`src/rtl/challenge_sequencer.sv`:
```
// Challenge-mode game controller: draws SEQ_LEN digits from the LFSR,
// presents them to the Morse encoder, then checks the user's answer.
module challenge_sequencer #(
  parameter int SEQ_LEN   = 4,
  parameter int IDX_W     = 3,
  parameter int NO_REPEAT = 1,
  parameter int MAX_RETRY = 7
) (
  input  logic       clk,
  input  logic       rst,
  input  logic       start,
  input  logic       replay,
  input  logic       abort,
  output logic       rng_en,
  input  logic [3:0] rng_rand,
  output logic [3:0] digit_out,
  output logic       digit_valid,
  input  logic       digit_ready,
  input  logic [3:0] guess_digit,
  input  logic       guess_valid,
  output logic       busy,
  output logic       done,
  output logic       pass,
  output logic       have_seq
);

  localparam int RW = (MAX_RETRY < 1) ? 1
                    : $clog2(MAX_RETRY + 1);
  localparam int DEPTH = 2 ** IDX_W;
  localparam logic [IDX_W-1:0] LAST =
    IDX_W'(SEQ_LEN - 1);
  localparam logic [RW-1:0] RMAX = RW'(MAX_RETRY);

  typedef enum logic [2:0] {
    IDLE,
    GEN_REQ,
    GEN_WAIT,
    GEN_CAP,
    PRESENT,
    CHECK,
    RESULT
  } state_e;

  state_e           state_q, state_d;
  logic [IDX_W-1:0] idx_q, idx_d;
  logic [RW-1:0]    retry_q, retry_d;
  logic             pass_q, pass_d;
  logic             have_q, have_d;
  logic [3:0]       mem_q [DEPTH];
  logic             wr_en;
  logic [3:0]       wr_data;

  logic [3:0] cur;
  logic [3:0] prev;
  logic       oor;
  logic       rep;
  logic       reject;
  logic       in_gen;

  assign cur    = mem_q[idx_q];
  assign prev   = mem_q[idx_q - 1'b1];
  assign oor    = rng_rand > 4'd9;
  assign rep    = (NO_REPEAT != 0) &&
                  (idx_q != '0) &&
                  (rng_rand == prev);
  assign reject = oor || rep;
  assign in_gen = (state_q == GEN_REQ) ||
                  (state_q == GEN_WAIT) ||
                  (state_q == GEN_CAP);

  always_comb begin
    state_d = state_q;
    idx_d   = idx_q;
    retry_d = retry_q;
    pass_d  = pass_q;
    have_d  = have_q;
    wr_en   = 1'b0;
    wr_data = rng_rand;
    unique case (state_q)
      IDLE: begin
        if (start) begin
          state_d = GEN_REQ;
          idx_d   = '0;
          retry_d = '0;
          pass_d  = 1'b0;
          have_d  = 1'b0;
        end else if (replay && have_q) begin
          state_d = PRESENT;
          idx_d   = '0;
        end
      end
      GEN_REQ:  state_d = GEN_WAIT;
      GEN_WAIT: state_d = GEN_CAP;
      GEN_CAP: begin
        if (reject && (retry_q < RMAX)) begin
          retry_d = retry_q + 1'b1;
          state_d = GEN_REQ;
        end else begin
          wr_en   = 1'b1;
          // a stale out-of-range value is folded into 0..5
          wr_data = oor ? rng_rand - 4'd10
                        : rng_rand;
          retry_d = '0;
          if (idx_q == LAST) begin
            have_d  = 1'b1;
            idx_d   = '0;
            state_d = PRESENT;
          end else begin
            idx_d   = idx_q + 1'b1;
            state_d = GEN_REQ;
          end
        end
      end
      PRESENT: begin
        if (digit_ready) begin
          if (idx_q == LAST) begin
            idx_d   = '0;
            state_d = CHECK;
          end else begin
            idx_d = idx_q + 1'b1;
          end
        end
      end
      CHECK: begin
        if (guess_valid) begin
          if (guess_digit != cur) begin
            pass_d  = 1'b0;
            state_d = RESULT;
          end else if (idx_q == LAST) begin
            pass_d  = 1'b1;
            state_d = RESULT;
          end else begin
            idx_d = idx_q + 1'b1;
          end
        end
      end
      RESULT:  state_d = IDLE;
      default: state_d = IDLE;
    endcase
    if (abort && (state_q != IDLE)) begin
      state_d = IDLE;
      idx_d   = '0;
      retry_d = '0;
      pass_d  = 1'b0;
      wr_en   = 1'b0;
      if (in_gen) have_d = 1'b0;
    end
  end

  always_ff @(posedge clk or negedge rst) begin
    if (!rst) begin
      state_q <= IDLE;
      idx_q   <= '0;
      retry_q <= '0;
      pass_q  <= 1'b0;
      have_q  <= 1'b0;
      for (int i = 0; i < DEPTH; i++)
        mem_q[i] <= '0;
    end else begin
      state_q <= state_d;
      idx_q   <= idx_d;
      retry_q <= retry_d;
      pass_q  <= pass_d;
      have_q  <= have_d;
      if (wr_en) mem_q[idx_q] <= wr_data;
    end
  end

  assign rng_en      = state_q == GEN_REQ;
  assign digit_valid = state_q == PRESENT;
  assign digit_out   = digit_valid ? cur : '0;
  assign busy        = state_q != IDLE;
  assign done        = state_q == RESULT;
  assign pass        = pass_q;
  assign have_seq    = have_q;

endmodule

```
`config.mk`:
```
export PLATFORM = sky130hd
export DESIGN_NAME = challenge_sequencer
export DESIGN_NICKNAME = d
export VERILOG_FILES = /design/src/rtl/challenge_sequencer.sv
export SDC_FILE = /design/constraint.sdc
export NUM_CORES = 1
export LEC_CHECK = 0
export BUFFER_PORTS_ARGS = -buffer_cell sky130_fd_sc_hd__clkbuf_2
export CORE_MARGIN = 5
export CORE_UTILIZATION = 40
export CTS_BUF_LIST = sky130_fd_sc_hd__clkbuf_8 sky130_fd_sc_hd__clkbuf_16
export DETAILED_ROUTE_END_ITERATION = 7
export GPL_TIMING_DRIVEN = 0
export PLACE_DENSITY_LB_ADDON = 0.3
export SLEW_MARGIN = 20
export SYNTH_ARGS = -nofsm -noshare
export SYNTH_HDL_FRONTEND = slang
export SYNTH_SLANG_ARGS = --single-unit
```
`constraint.sdc`:
```
create_clock -name clk -period 4.7 [get_ports clk]
set_input_delay 0.235 -clock clk [delete_from_list [all_inputs] [get_ports clk]]
set_output_delay 0.235 -clock clk [all_outputs]
set_load 0.01 [all_outputs]
```
==> summary.txt <==
Clock tree
  – Root buffer cell: clkbuf_8
  – H-tree Lvls: 2
  – Number of buffers inserted during clock tree synthesis: 5
  – Clock tree sinks: 43
  – CTS tree: built
  – Clk Latency, worst-skew pair: 0.31 ns
  – Post-CTS Resized: 0
  – Register clock-pin slew on the reported worst setup and hold paths: 0.09 ns
  – Number of buffers inserted to repair setup after CTS: 0
  – CTS Buffer Depth: 2

Floorplanning
  – Num rows: 31
  – Initial cell density of the core: 41.2%
  – Chip Height: 96.5 um
  – Die ar.: 9310 um^2
  – Core box area: 7250 um^2
  – Die Wd: 96.5 um
  – Count of pins on the block boundary: 25

Pwr
  – Cell leakage power: 1.50 nW
  – Power density over cell area: 388 nW/um^2
  – IR Drop Worst-Case VDD: 0.148 mV

STA
  – Setup repair after global routing missed its margin: false
  – Period minus WS final: 4.18 ns
  – Final number of max-transition violations: 0
  – Max-Slew Margin vs Limit: 48.7%
  – Worst slew pin tran: 0.764 ns
  – Aggregate negative setup slack: 0 ns
  – Achievable Freq: 239 MHz
  – Final period utilization: 88.9%
  – Setup-failing EPs final: 0
  – Number of hold-slack violations in the final timing report: 0
  – Maximum clock skew at final layout: 0.00938 ns

Route
  – Total wirelength of the detailed-routed design: 7280 um
  – DRC violations left: 0
  – Post-DRT Antenna Nets: 0
  – Number of vias after detailed routing: 2293
  – Via density per instance: 5.61
  – First drt pass iteration count: 4
  – Detailed Route Iter0 Violations: 129
  – Routed len/inst: 17.8 um

Global routing
  – Via count of the first global-routing pass: 2408
  – Global-route wire length before repair: 12200 um
  – Initial antenna violation count: 0
  – Pin count of the biggest net entering global routing: 44
  – Congestion Overflow GR: 0
  – GRT Overall Usage: 17.4%

Critical path
  – Data required, critical path: 4.90 ns
  – Kind of launch point of the worst setup path: flip-flop
  – Worst setup path class: flip-flop to flip-flop
  – Endpoint arrival time on the critical path: 4.37 ns
  – Critical-path maximum fanout: 10
  – Element type at the critical path end: flip-flop

Synthesis
  – Main combinational cell family by area after synthesis: multiplexers
  – Post-synthesis cell area: 2990 um^2
  – Number of flops mapped to enable cells by yosys: 0
  – Total of flip-flops plus latches after synthesis: 43
  – Post-synth net total: 300
  – Adder-cell share of the synthesized area: 2.93%
  – Post-Syn Area per Cell: 10.8 um^2
  – Cell variety after synth: 54
  – Simple-gate share of the synthesized area: 12.6%
  – Part of the Yosys area used for sequential elements: 36.0%
  – Primary FF master, synth: dfrtp_1
  – FFs w/ async S/R, synth: 100%
  – Synthesized instance count: 278
  – Compound-cell area share of the yosys netlist: 14.7%
  – Post-synthesis mux area share: 23.8%
  – XOR/XNOR Fraction of Synth Area: 3.81%
  – Count of synthesis-stage warnings from yosys: 0

Job
  – Max cap viols: 0

Layout
  – Share of cells above drive strength 1: 27.7%
  – Commonest non-fill, non-tap cell in the layout: dfrtp_1
  – Post-layout utilization of the core: 46.4%
  – Area grow syn2layout: 12.5%
  – # diodes: 0
  – Commonest cells after routing, fill and taps aside: dfrtp_1 (43), mux2_2 (31), clkbuf_2 (22), nand2_1 (19), nor2_1 (18)
  – Final-stage net count: 331

Placement
  – Placer's final routability congestion estimate: 0.899
  – Count of buffers inserted at the top-level ports: 23
  – Estimated wirelength of the detail-placed design: 5410 um

Min path
  – Worst hold-check path type: input port to flip-flop

Outcome
  – Outcome: finished clean
-- sequential cells by signal, indices dropped and copies added (netlist names) --
name / flops
have_seq: 1
idx_q: 3
mem_q: 32
pass: 1
retry_q: 3
state_q: 3
-- final timing paths --
path	startpoint	endpoint	slack [ns]	cells after the start
hold / removal	start	state_q[2]	0.24	3
min in group asynchronous	rst	retry_q[2]	0.48	2
hold reg to reg	retry_q[2]	retry_q[2]	0.52	1
setup reg to reg	idx_q[1]	mem_q[26]	0.52	14
max in group asynchronous	rst	mem_q[12]	3.80	2
setup / recovery	idx_q[1]	mem_q[26]	0.52	14
-- stage by stage --
step           setup WS, ns  cells  hold WS, ns  instance area, um^2  power (mW)
6_report              0.521    409        0.244                 3360        1.31
5_1_grt               0.228    409        0.258                 3360        1.40
4_1_cts               0.514    409        0.237                 3360        1.32
3_5_place_dp          0.516    400        0.319                 3230       0.995
3_3_place_gp          0.544    400        0.490                 3230       0.982
2_1_floorplan          1.19    278      -0.0606                 2990       0.848
-- cell type report --
| class | instances | area, um^2 |
|---|---|---|
| plain buffers | 16 | 133 |
| clock buffers | 6 | 82.6 |
| clock inverters | 2 | 38.8 |
| fillers | 705 | 3890 |
| inverters | 14 | 52.6 |
| multi-input cells | 205 | 1730 |
| flip-flops and latches | 43 | 1080 |
| well taps | 99 | 124 |
| repair buffers | 24 | 128 |
-- Yosys cell counts, types with 3 or more instances --
master | n | area share (%)
a21oi_1 | 10 | 1.7
a22o_1 | 4 | 1.2
a31oi_1 | 4 | 0.84
clkbuf_1 | 6 | 0.75
clkbuf_8 | 4 | 1.8
dfrtp_1 | 43 | 36
ha_1 | 7 | 2.9
inv_1 | 14 | 1.8
mux2_2 | 31 | 12
mux2i_1 | 10 | 3.3
mux4_1 | 7 | 6.2
mux4_2 | 3 | 2.3
nand2_1 | 19 | 2.4
nand2b_1 | 3 | 0.63
nand3_1 | 9 | 1.5
nor2_1 | 18 | 2.3
nor2b_1 | 4 | 0.84
nor3_1 | 4 | 0.67
nor3b_1 | 3 | 0.75
o21ai_0 | 13 | 2.2
o32ai_1 | 3 | 0.88
or2b_2 | 3 | 0.88
or3_1 | 3 | 0.63
xnor2_1 | 11 | 3.2
-- critical path: stages, from the launching register on --
cell and delay, ns:
dfrtp_1 0.36, clkbuf_8 0.17, clkbuf_1 0.39, inv_1 0.16, ha_1 0.30, clkbuf_1 0.40, mux4_2 0.40, xor2_1 0.15
or3_1 0.35, a211oi_2 0.22, o21ai_2 0.13, and2_1 0.17, buf_2 0.17, nand3_1 0.30, mux2_2 0.38
-- timing repair --
item,CTS,global route
hold endpoints to repair,43,0
endpoints found under the setup margin,0,0
hold buffers,1,0
-- report_power, final --
part,internal (mW),switching [mW],total [mW]
Combinational,0.229,0.313,0.542
Sequential,0.410,0.0372,0.447
Clock,0.175,0.141,0.316
-- per-layer routing --
layer	up-vias	share of wire (%)	track usage, %
met4	0	2.0	7.36
met3	13	4.7	2.63
met1	1128	45	23.1
li1	1091	-	-
met2	61	48	28.2
met5	-	0	0
-- kinds of logic (layout without fill, tap and decap cells) --
| group | count (synthesis) | count (layout) |
|---|---|---|
| compound gates | 59 | 59 |
| simple gates | 74 | 74 |
| fa+ha+maj | 7 | 7 |
| buf+inv | 30 | 62 |
| xor+xnor | 13 | 13 |
| flops | 43 | 43 |
| mux | 52 | 52 |
Power figures use the tool's default switching activity.
